--- src/rtl/mem_ctrl.sv ---
`timescale 1ns/1ps
// -----------------------------------------------------------------------------
// mem_ctrl
// Sole owner of the byte-wide RAM/IO port. Arbitrates between iCache miss
// fetches (always 4 bytes) and LSB loads/stores (1, 2 or 4 bytes), serialises
// every access into byte cycles and returns the assembled little-endian word.
// IO writes stall while the IO buffer is full; reads abort on pipeline clear.
//
// Ports
//   clk_in, rst_in (sync, active high), rdy_in (global enable), clear_in (flush)
//   iCache2memCon_enable/_address   -> memCon2iCache_return/_done
//   lsb2memCon_enable/_wr/_size/_address/_data -> memCon2lsb_return/_done
//   mem_din (RAM read data), mem_dout/mem_a/mem_wr (RAM write data/addr/strobe)
//   io_buffer_full (IO write FIFO full)
// All outputs are registered.
//
// Timing: the edge that samples a request (S) only latches it; the first byte
// address is issued on the following edge (G = S+1). The RAM returns read data
// two edges after an address is issued.
// -----------------------------------------------------------------------------
module mem_ctrl #(
    parameter logic [1:0] IO_SEL = 2'b11
) (
    input  logic        clk_in,
    input  logic        rst_in,
    input  logic        rdy_in,
    input  logic        clear_in,
    input  logic        iCache2memCon_enable,
    input  logic [31:0] iCache2memCon_address,
    output logic [31:0] memCon2iCache_return,
    output logic        memCon2iCache_done,
    input  logic        lsb2memCon_enable,
    input  logic        lsb2memCon_wr,
    input  logic [1:0]  lsb2memCon_size,
    input  logic [31:0] lsb2memCon_address,
    input  logic [31:0] lsb2memCon_data,
    output logic [31:0] memCon2lsb_return,
    output logic        memCon2lsb_done,
    input  logic [7:0]  mem_din,
    output logic [7:0]  mem_dout,
    output logic [31:0] mem_a,
    output logic        mem_wr,
    input  logic        io_buffer_full
);

    typedef enum logic [1:0] {
        S_IDLE  = 2'd0,
        S_READ  = 2'd1,
        S_WRITE = 2'd2,
        S_RESP  = 2'd3
    } state_t;

    // Registered state
    state_t      r_state;
    logic [2:0]  r_cnt;        // byte/cycle counter within the access
    logic        r_last_lsb;   // last grant: 0 = iCache, 1 = LSB
    logic        r_sel_lsb;    // current access belongs to the LSB
    logic [31:0] r_addr;
    logic [2:0]  r_len;        // bytes in access: 1, 2 or 4
    logic [31:0] r_wdata;
    logic [31:0] r_rdata;      // read bytes assembled so far
    logic [31:0] r_mem_a;
    logic [7:0]  r_mem_dout;
    logic        r_mem_wr;
    logic [31:0] r_ic_ret;
    logic        r_ic_done;
    logic [31:0] r_lsb_ret;
    logic        r_lsb_done;

    // Next-state values
    state_t      w_state_next;
    logic [2:0]  w_cnt_next;
    logic        w_last_lsb_next;
    logic        w_sel_lsb_next;
    logic [31:0] w_addr_next;
    logic [2:0]  w_len_next;
    logic [31:0] w_wdata_next;
    logic [31:0] w_rdata_next;
    logic [31:0] w_mem_a_next;
    logic [7:0]  w_mem_dout_next;
    logic        w_mem_wr_next;
    logic [31:0] w_ic_ret_next;
    logic        w_ic_done_next;
    logic [31:0] w_lsb_ret_next;
    logic        w_lsb_done_next;

    // Helpers
    logic        w_grant_ic;
    logic        w_grant_lsb;
    logic [2:0]  w_lsb_len;
    logic [31:0] w_byte_addr;
    logic        w_io_stall;
    logic        w_capturing;
    logic [1:0]  w_cap_idx;
    logic [7:0]  w_wbyte;
    logic [31:0] w_rdata_merged;

    // Round-robin on contention: favour whichever side was not served last.
    assign w_grant_ic  = iCache2memCon_enable && (!lsb2memCon_enable || r_last_lsb);
    assign w_grant_lsb = lsb2memCon_enable && (!iCache2memCon_enable || !r_last_lsb);

    assign w_lsb_len   = (lsb2memCon_size == 2'b00) ? 3'd1 :
                         (lsb2memCon_size == 2'b01) ? 3'd2 : 3'd4;

    assign w_byte_addr = r_addr + {29'd0, r_cnt};
    assign w_io_stall  = (r_addr[17:16] == IO_SEL) && io_buffer_full;
    assign w_wbyte     = r_wdata[{r_cnt[1:0], 3'b000} +: 8];

    // Read data lags the issued address by two edges, so at count c the byte
    // arriving on mem_din belongs to index c-2.
    assign w_capturing = (r_cnt >= 3'd2);
    assign w_cap_idx   = 2'(r_cnt - 3'd2);

    genvar gi;
    generate
        for (gi = 0; gi < 4; gi++) begin : g_merge
            assign w_rdata_merged[8*gi +: 8] =
                (w_capturing && (w_cap_idx == 2'(gi))) ? mem_din : r_rdata[8*gi +: 8];
        end
    endgenerate

    always_ff @(posedge clk_in) begin
        if (rst_in) begin
            r_state    <= S_IDLE;
            r_cnt      <= 3'd0;
            r_last_lsb <= 1'b0;
            r_sel_lsb  <= 1'b0;
            r_addr     <= 32'd0;
            r_len      <= 3'd0;
            r_wdata    <= 32'd0;
            r_rdata    <= 32'd0;
            r_mem_a    <= 32'd0;
            r_mem_dout <= 8'd0;
            r_mem_wr   <= 1'b0;
            r_ic_ret   <= 32'd0;
            r_ic_done  <= 1'b0;
            r_lsb_ret  <= 32'd0;
            r_lsb_done <= 1'b0;
        end else if (rdy_in) begin
            r_state    <= w_state_next;
            r_cnt      <= w_cnt_next;
            r_last_lsb <= w_last_lsb_next;
            r_sel_lsb  <= w_sel_lsb_next;
            r_addr     <= w_addr_next;
            r_len      <= w_len_next;
            r_wdata    <= w_wdata_next;
            r_rdata    <= w_rdata_next;
            r_mem_a    <= w_mem_a_next;
            r_mem_dout <= w_mem_dout_next;
            r_mem_wr   <= w_mem_wr_next;
            r_ic_ret   <= w_ic_ret_next;
            r_ic_done  <= w_ic_done_next;
            r_lsb_ret  <= w_lsb_ret_next;
            r_lsb_done <= w_lsb_done_next;
        end
    end

    always_comb begin
        w_state_next    = r_state;
        w_cnt_next      = r_cnt;
        w_last_lsb_next = r_last_lsb;
        w_sel_lsb_next  = r_sel_lsb;
        w_addr_next     = r_addr;
        w_len_next      = r_len;
        w_wdata_next    = r_wdata;
        w_rdata_next    = r_rdata;
        w_mem_a_next    = r_mem_a;
        w_mem_dout_next = r_mem_dout;
        w_mem_wr_next   = r_mem_wr;
        w_ic_ret_next   = r_ic_ret;
        w_ic_done_next  = r_ic_done;
        w_lsb_ret_next  = r_lsb_ret;
        w_lsb_done_next = r_lsb_done;

        case (r_state)
            S_IDLE: begin
                // A flush in IDLE suppresses any grant for that cycle.
                if (!clear_in && (w_grant_ic || w_grant_lsb)) begin
                    w_state_next    = (w_grant_lsb && lsb2memCon_wr) ? S_WRITE : S_READ;
                    w_sel_lsb_next  = w_grant_lsb;
                    w_last_lsb_next = w_grant_lsb;
                    w_addr_next     = w_grant_lsb ? lsb2memCon_address : iCache2memCon_address;
                    w_len_next      = w_grant_lsb ? w_lsb_len : 3'd4;
                    w_wdata_next    = lsb2memCon_data;
                    w_cnt_next      = 3'd0;
                    w_rdata_next    = 32'd0;   // gives zero-extension for short loads
                end
            end

            S_READ: begin
                if (clear_in) begin
                    w_state_next  = S_IDLE;
                    w_mem_wr_next = 1'b0;
                    w_cnt_next    = 3'd0;
                end else begin
                    if (r_cnt < r_len) begin
                        w_mem_a_next = w_byte_addr;
                    end
                    w_rdata_next = w_rdata_merged;
                    if (r_cnt == r_len + 3'd1) begin
                        w_state_next = S_RESP;
                        if (r_sel_lsb) begin
                            w_lsb_done_next = 1'b1;
                            w_lsb_ret_next  = w_rdata_merged;
                        end else begin
                            w_ic_done_next = 1'b1;
                            w_ic_ret_next  = w_rdata_merged;
                        end
                    end else begin
                        w_cnt_next = r_cnt + 3'd1;
                    end
                end
            end

            S_WRITE: begin
                // Stores are never aborted by clear_in.
                if (r_cnt < r_len) begin
                    if (w_io_stall) begin
                        w_mem_wr_next = 1'b0;
                    end else begin
                        w_mem_a_next    = w_byte_addr;
                        w_mem_dout_next = w_wbyte;
                        w_mem_wr_next   = 1'b1;
                        w_cnt_next      = r_cnt + 3'd1;
                    end
                end else begin
                    w_mem_wr_next   = 1'b0;
                    w_lsb_done_next = 1'b1;
                    w_state_next    = S_RESP;
                end
            end

            S_RESP: begin
                // One dead cycle so the requester can drop its enable.
                w_ic_done_next  = 1'b0;
                w_lsb_done_next = 1'b0;
                w_state_next    = S_IDLE;
            end

            default: begin
                w_state_next = S_IDLE;
            end
        endcase
    end

    assign memCon2iCache_return = r_ic_ret;
    assign memCon2iCache_done   = r_ic_done;
    assign memCon2lsb_return    = r_lsb_ret;
    assign memCon2lsb_done      = r_lsb_done;
    assign mem_dout             = r_mem_dout;
    assign mem_a                = r_mem_a;
    assign mem_wr               = r_mem_wr;

endmodule

--- config.mk ---
export PLATFORM = sky130hd
export DESIGN_NAME = mem_ctrl
export DESIGN_NICKNAME = d
export VERILOG_FILES = /design/src/rtl/mem_ctrl.sv
export SDC_FILE = /design/constraint.sdc
export NUM_CORES = 1
export LEC_CHECK = 0
export CORE_ASPECT_RATIO = 1.25
export CORE_MARGIN = 2
export CORE_UTILIZATION = 45
export CTS_BUF_LIST = sky130_fd_sc_hd__clkbuf_16
export DETAILED_ROUTE_END_ITERATION = 7
export PLACE_DENSITY = 0.76
export REMOVE_ABC_BUFFERS = 1
export SETUP_SLACK_MARGIN = 0.1
export SYNTH_ARGS = -nofsm -noshare
export SYNTH_HDL_FRONTEND = slang
export SYNTH_SLANG_ARGS = --single-unit
--- constraint.sdc ---
create_clock -name clk_in -period 2.7 [get_ports clk_in]
set_input_delay 0.54 -clock clk_in [delete_from_list [all_inputs] [get_ports clk_in]]
set_output_delay 0.54 -clock clk_in [all_outputs]
set_load 0.005 [all_outputs]
==> results_dict.tcl, run 1 <==
set metrics [dict create \
    slew_headroom_pct 58.8 \
    cts_tree "yes" \
    r2r-start "r_cnt[0]" \
    hold_viol_final 0 \
    crit_arrival_ps 2840 \
    synth.avg_cell_area_sq_um 9.26 \
    start_util_pct 46.1 \
    crit_type "reg -> reg" \
    hold_path_depth 2 \
    antenna_found_initial 0 \
    grt_pass1_wl_microns 37100 \
    synth_area_sq_mm 0.00931 \
    postRouteAntennaNets 0 \
    clock_latency_ps 500 \
    route.detailed.drc 0 \
    synth_cells 1005 \
    vias 7780 \
    rows 58 \
    ys_types 49 \
    drv_cap 0 \
    ys.flop_type "dfxtp_1" \
    slew_violations 0 \
    core-area_sq_mm 0.0202 \
    tns_ps 0 \
    r2r_cells 8 \
    finalSetupViolCount 0 \
    clkSlewWorstSetupHoldPaths_ps 60 \
    seqCellArea_sq_mm 0.00424 \
    cts_buffers 21 \
    ir_drop_mv 0.500 \
    diodes 0 \
    critPathCaptureType "flop" \
    layout_min_cycle_time_ps 2450 \
    die-width_microns 133 \
    synth_top_area_cell "dfxtp_1" \
    grt_pass1_vias 7633 \
    wl_microns 23100 \
    async_reset_ff_share_pct 0 \
    clk_path_buf_depth 3 \
    wl_per_cell_microns 15.6 \
    hp-start "rst_in" \
    post_cts_buffers 0 \
    nets 1325 \
    p_per_area_mw_per_mm2 569 \
    hpwl_microns 16200 \
    viasPerCell 5.26 \
    yosys_warnings 0 \
    synth_edf_count 0 \
    status "complete, no violations" \
    die_h_microns 165 \
    rsz0062_at_grt "true" \
    start_kind "flop" \
    fin_cells 1478 \
    dr.pass1.iters 5 \
    die-area_sq_mm 0.0219 \
    fin_crit_sh_pct 90.8 \
    port_buffers 220 \
    multi_input_area_sq_mm 0.00467 \
    grt.overflow.total 0 \
    max_freq_mhz 408 \
    clock-sinks 212 \
    gp_congestion 0.764 \
    grt_max_degree 83 \
    ys_seq_elements 212 \
    finClkSkew_ps 14.6 \
    rrSetupSlack_ps 250 \
    postCtsHoldBufs 0 \
    final_util_pct 62.2 \
    dpl.cell_count 1441 \
    drt_iter0_drc 469 \
    power.leakage_nw 4.51 \
    cts-root-buf "clkbuf_16" \
    hold_path_class "in -> reg" \
    drive_above_1_share_pct 9.02 \
    finalPower_mw 7.14 \
    synthTopCellsByArea "dfxtp_1 46%, mux2i_1 8.3%, a211oi_1 7.9%" \
    worstPathMaxFanout 32 \
    synth_top_area_share_pct 45.6 \
    pin_count 221 \
    htreeDepth 1 \
    worstHoldEndpoint "r_rdata[7]" \
    cts_resized 0 \
    area.growth.synth_to_final_pct 34.8 \
    cp_data_required_time_ps 3090 \
    synth_seq_area_share_pct 45.6 \
    fill_cells 1761 \
    r2r-end "memCon2lsb_return[1]" \
    grt_usage_pct 20.5 \
    worst_pin_slew_ps 613 \
]
-- cell usage after synthesis (12+ instances only) --
master	instances
buf_1	17
clkbuf_1	50
dfxtp_1	212
a211oi_1	98
nor2_1	182
a211oi_2	28
a22oi_1	34
xor2_1	14
inv_1	17
xnor2_1	16
a21oi_1	42
nand4_1	12
nand2_1	79
mux2i_1	77
ha_1	15
-- sequential cells by signal, summed over array words and instances (netlist names) --
signal	count
mem_dout	8
mem_wr	1
r_state	2
r_addr	32
r_rdata	32
r_sel_lsb	1
r_len	3
memCon2iCache_return	32
r_cnt	3
memCon2lsb_done	1
memCon2lsb_return	32
memCon2iCache_done	1
r_wdata	32
mem_a	32
-- metal layers --
layer  share of wire (%)  vias up  wire length (microns)  GRT usage (%)
li1                    -     3959                      -              -
met1                  42     3578                   9590           24.3
met2                  50      212                  11600           36.9
met3                 6.0       31                   1400           4.39
met4                 2.3        0                    535           6.94
met5                   0        -                      0              0
-- logic make-up after synthesis --
kind of cell	synth area share [%]
AO/OA/AOI/OAI	18.6
multiplexers	10.3
adder cells (fa/ha/maj)	2.23
AND/OR/NAND/NOR	15.5
buffers and inverters	4.68
XOR/XNOR	3.08
flip-flops	45.6
-- where the power goes --
group	internal, mW	switching (mW)	total [mW]	leakage, nW
Combinational	0.439	0.436	0.874	2.46
Clock	1.71	1.22	2.93	0.339
Sequential	3.24	0.0964	3.34	1.72
Total	5.39	1.75	7.14	4.51
-- layout make-up --
cell class | instances | area share [%]
well taps | 270 | 2.69
clock buffers | 21 | 4.19
repair buffers | 251 | 20.3
multi-input cells | 692 | 37.2
flip-flops and latches | 212 | 33.8
clock inverters | 15 | 1.22
inverters | 17 | 0.509
-- worst max-delay path, stage by stage, from the launching register on --
cell       delay, ps
dfxtp_1          350
buf_6            220
inv_1            120
ha_1             320
or3_4            440
nor3_4           300
clkbuf_16        290
nor2_1            60
a211oi_1         230
-- how the worst max path moves through the flow --
stage | start | to | slack [ps]
final | r_cnt[0] | memCon2lsb_return[1] | 250
after floorplan | r_cnt[1] | mem_a[31] | -2510
after detailed placement | r_cnt[0] | memCon2lsb_return[1] | 200
after global routing | r_cnt[0] | memCon2lsb_return[1] | 80
after global placement | clear_in | r_cnt[2] | 250
after CTS | r_cnt[0] | memCon2lsb_return[1] | 170
-- through the flow --
stage	cell area [sq um]	worst slack, ps	hold slack, ps
2_1_floorplan	8930	-2510	427
3_3_place_gp	11800	255	439
3_5_place_dp	11800	200	447
4_1_cts	12500	168	425
5_1_grt	12500	82.9	448
6_report	12500	249	442
-- cells in the final DEF (no fill, tap or decap), types with 7 or more instances in the layout --
cell type | synthesis | routed
mux2i_1 | 77 | 77
mux4_2 | 8 | 8
nand2_1 | 79 | 79
a211oi_2 | 28 | 28
buf_4 | 4 | 21
o21ai_1 | 4 | 9
a211oi_1 | 98 | 97
a22oi_1 | 34 | 34
a21oi_1 | 42 | 42
nor2_1 | 182 | 182
clkbuf_16 | 0 | 22
nand4_1 | 12 | 12
xor2_1 | 14 | 14
ha_1 | 15 | 15
buf_12 | 0 | 7
clkdlybuf4s50_1 | 0 | 219
xnor2_1 | 16 | 16
dfxtp_1 | 212 | 212
nand3_1 | 10 | 10
inv_1 | 17 | 19
Power figures use the tool's default switching activity.
==> run 2: changes to the inputs <==
- PLACE_DENSITY: 0.76 -> 0.75
==> results_dict.tcl, run 2 (synthesized netlist as in run 1, its figures left out) <==
set metrics [dict create \
    status "complete, no violations" \
    clock-sinks 212 \
    slew_headroom_pct 57.8 \
    drt_iter0_drc 361 \
    clk_path_buf_depth 3 \
    hold_viol_final 0 \
    rows 58 \
    dr.pass1.iters 5 \
    postRouteAntennaNets 0 \
    fin_crit_sh_pct 87.2 \
    tns_ps 0 \
    start_util_pct 46.1 \
    diodes 0 \
    crit_type "reg -> reg" \
    ir_drop_mv 0.438 \
    hold_path_class "in -> reg" \
    mostFrequentLayoutCell "clkdlybuf4s50_1" \
    start_kind "flop" \
    viasPerCell 5.27 \
    die-width_microns 133 \
    area.growth.synth_to_final_pct 35.4 \
    grt_max_degree 67 \
    dpl.cell_count 1450 \
    antenna_found_initial 0 \
    drive_above_1_share_pct 9.60 \
    grt_usage_pct 20.9 \
    max_freq_mhz 425 \
    port_buffers 220 \
    gp_congestion 0.800 \
    cts-root-buf "clkbuf_16" \
    core-area_sq_mm 0.0202 \
    grt_pass1_wl_microns 37600 \
    route.detailed.drc 0 \
    grt_pass1_vias 7726 \
    slew_violations 0 \
    vias 7850 \
    die-area_sq_mm 0.0219 \
    hpwl_microns 16700 \
    p_per_area_mw_per_mm2 562 \
    rsz0062_at_grt "false" \
    wl_microns 23000 \
    layout_min_cycle_time_ps 2350 \
    worstPathMaxFanout 9 \
    critPathCaptureType "flop" \
    post_cts_buffers 0 \
    crit_arrival_ps 2780 \
    mostFrequentLayoutCells "219 x clkdlybuf4s50_1, 212 x dfxtp_1, 182 x nor2_1" \
    pin_count 221 \
    fin_cells 1489 \
    wl_per_cell_microns 15.5 \
    hold_ws_ps 439 \
    clkSlewWorstSetupHoldPaths_ps 60 \
    cts_tree "yes" \
    die_h_microns 165 \
    finalPower_mw 7.08 \
    finClkSkew_ps 7.98 \
    drv_cap 0 \
    cts_buffers 22 \
    grt.overflow.total 0 \
    htreeDepth 1 \
    power.leakage_nw 4.56 \
    clock_latency_ps 500 \
    worst_pin_slew_ps 633 \
    cp_data_required_time_ps 3130 \
    nets 1334 \
    finalSetupViolCount 0 \
]
-- run 2: final timing paths --
kind | startpoint | endpoint | slack, ps | depth (start not counted)
hold reg to reg | r_wdata[20] | r_wdata[20] | 450 | 2
setup reg to reg | r_cnt[2] | r_cnt[2] | 350 | 6
setup / recovery | r_cnt[2] | r_cnt[2] | 350 | 6
hold / removal | rst_in | mem_dout[7] | 440 | 2
-- run 2: per-stage QoR --
stage	util [%]	setup WS [ps]	area (sq um)
6_report	62.4	346	12600
5_1_grt	62.4	160	12600
4_1_cts	62.4	183	12600
3_5_place_dp	59.1	149	11900
3_3_place_gp	59.1	249	11900
2_1_floorplan	-	-2510	8930
-- run 2: what timing repair did --
item,in CTS,in global routing
setup endpoints to repair,0,8
hold buffers,0,0
gates resized for setup,0,1
-- run 2: worst max-delay path, stage by stage, from the launching register on --
cell	delay (ps)
dfxtp_1	520
ha_1	310
a21oi_1	230
nand3_1	110
a2111o_1	490
or4_1	480
a21oi_1	150
-- run 2: layout make-up --
cell class                      instances  area, sq um
Timing Repair Buffer                  259         2610
Tap cell                              270          338
Sequential cell                       212         4240
Multi-Input combinational cell        692         4660
Clock inverter                         16          104
Fill cell                            1824         7580
Clock buffer                           23          576
Inverter                               17         63.8
-- run 2: power breakdown --
part	total (mW)	switching [mW]	internal [mW]
combinational	0.871	0.431	0.441
clock	2.86	1.23	1.63
sequential	3.34	0.0992	3.25
-- run 2: metal layers --
metal  track usage [%]  up-vias  part of all wire (%)
met1              23.6     3613                    40
met2              38.7      214                    51
met4              7.62        0                   3.1
met3              4.36       50                   5.9
li1                  -     3973                     -
met5                 0        -                     0
==> run 3: changes to the inputs <==
- ABC_CLOCK_PERIOD_IN_PS: default -> 2700
- TNS_END_PERCENT: default -> 50
==> results of run 3 <==
Same layout as run 2: the final DEF is identical, and so are final timing and power.
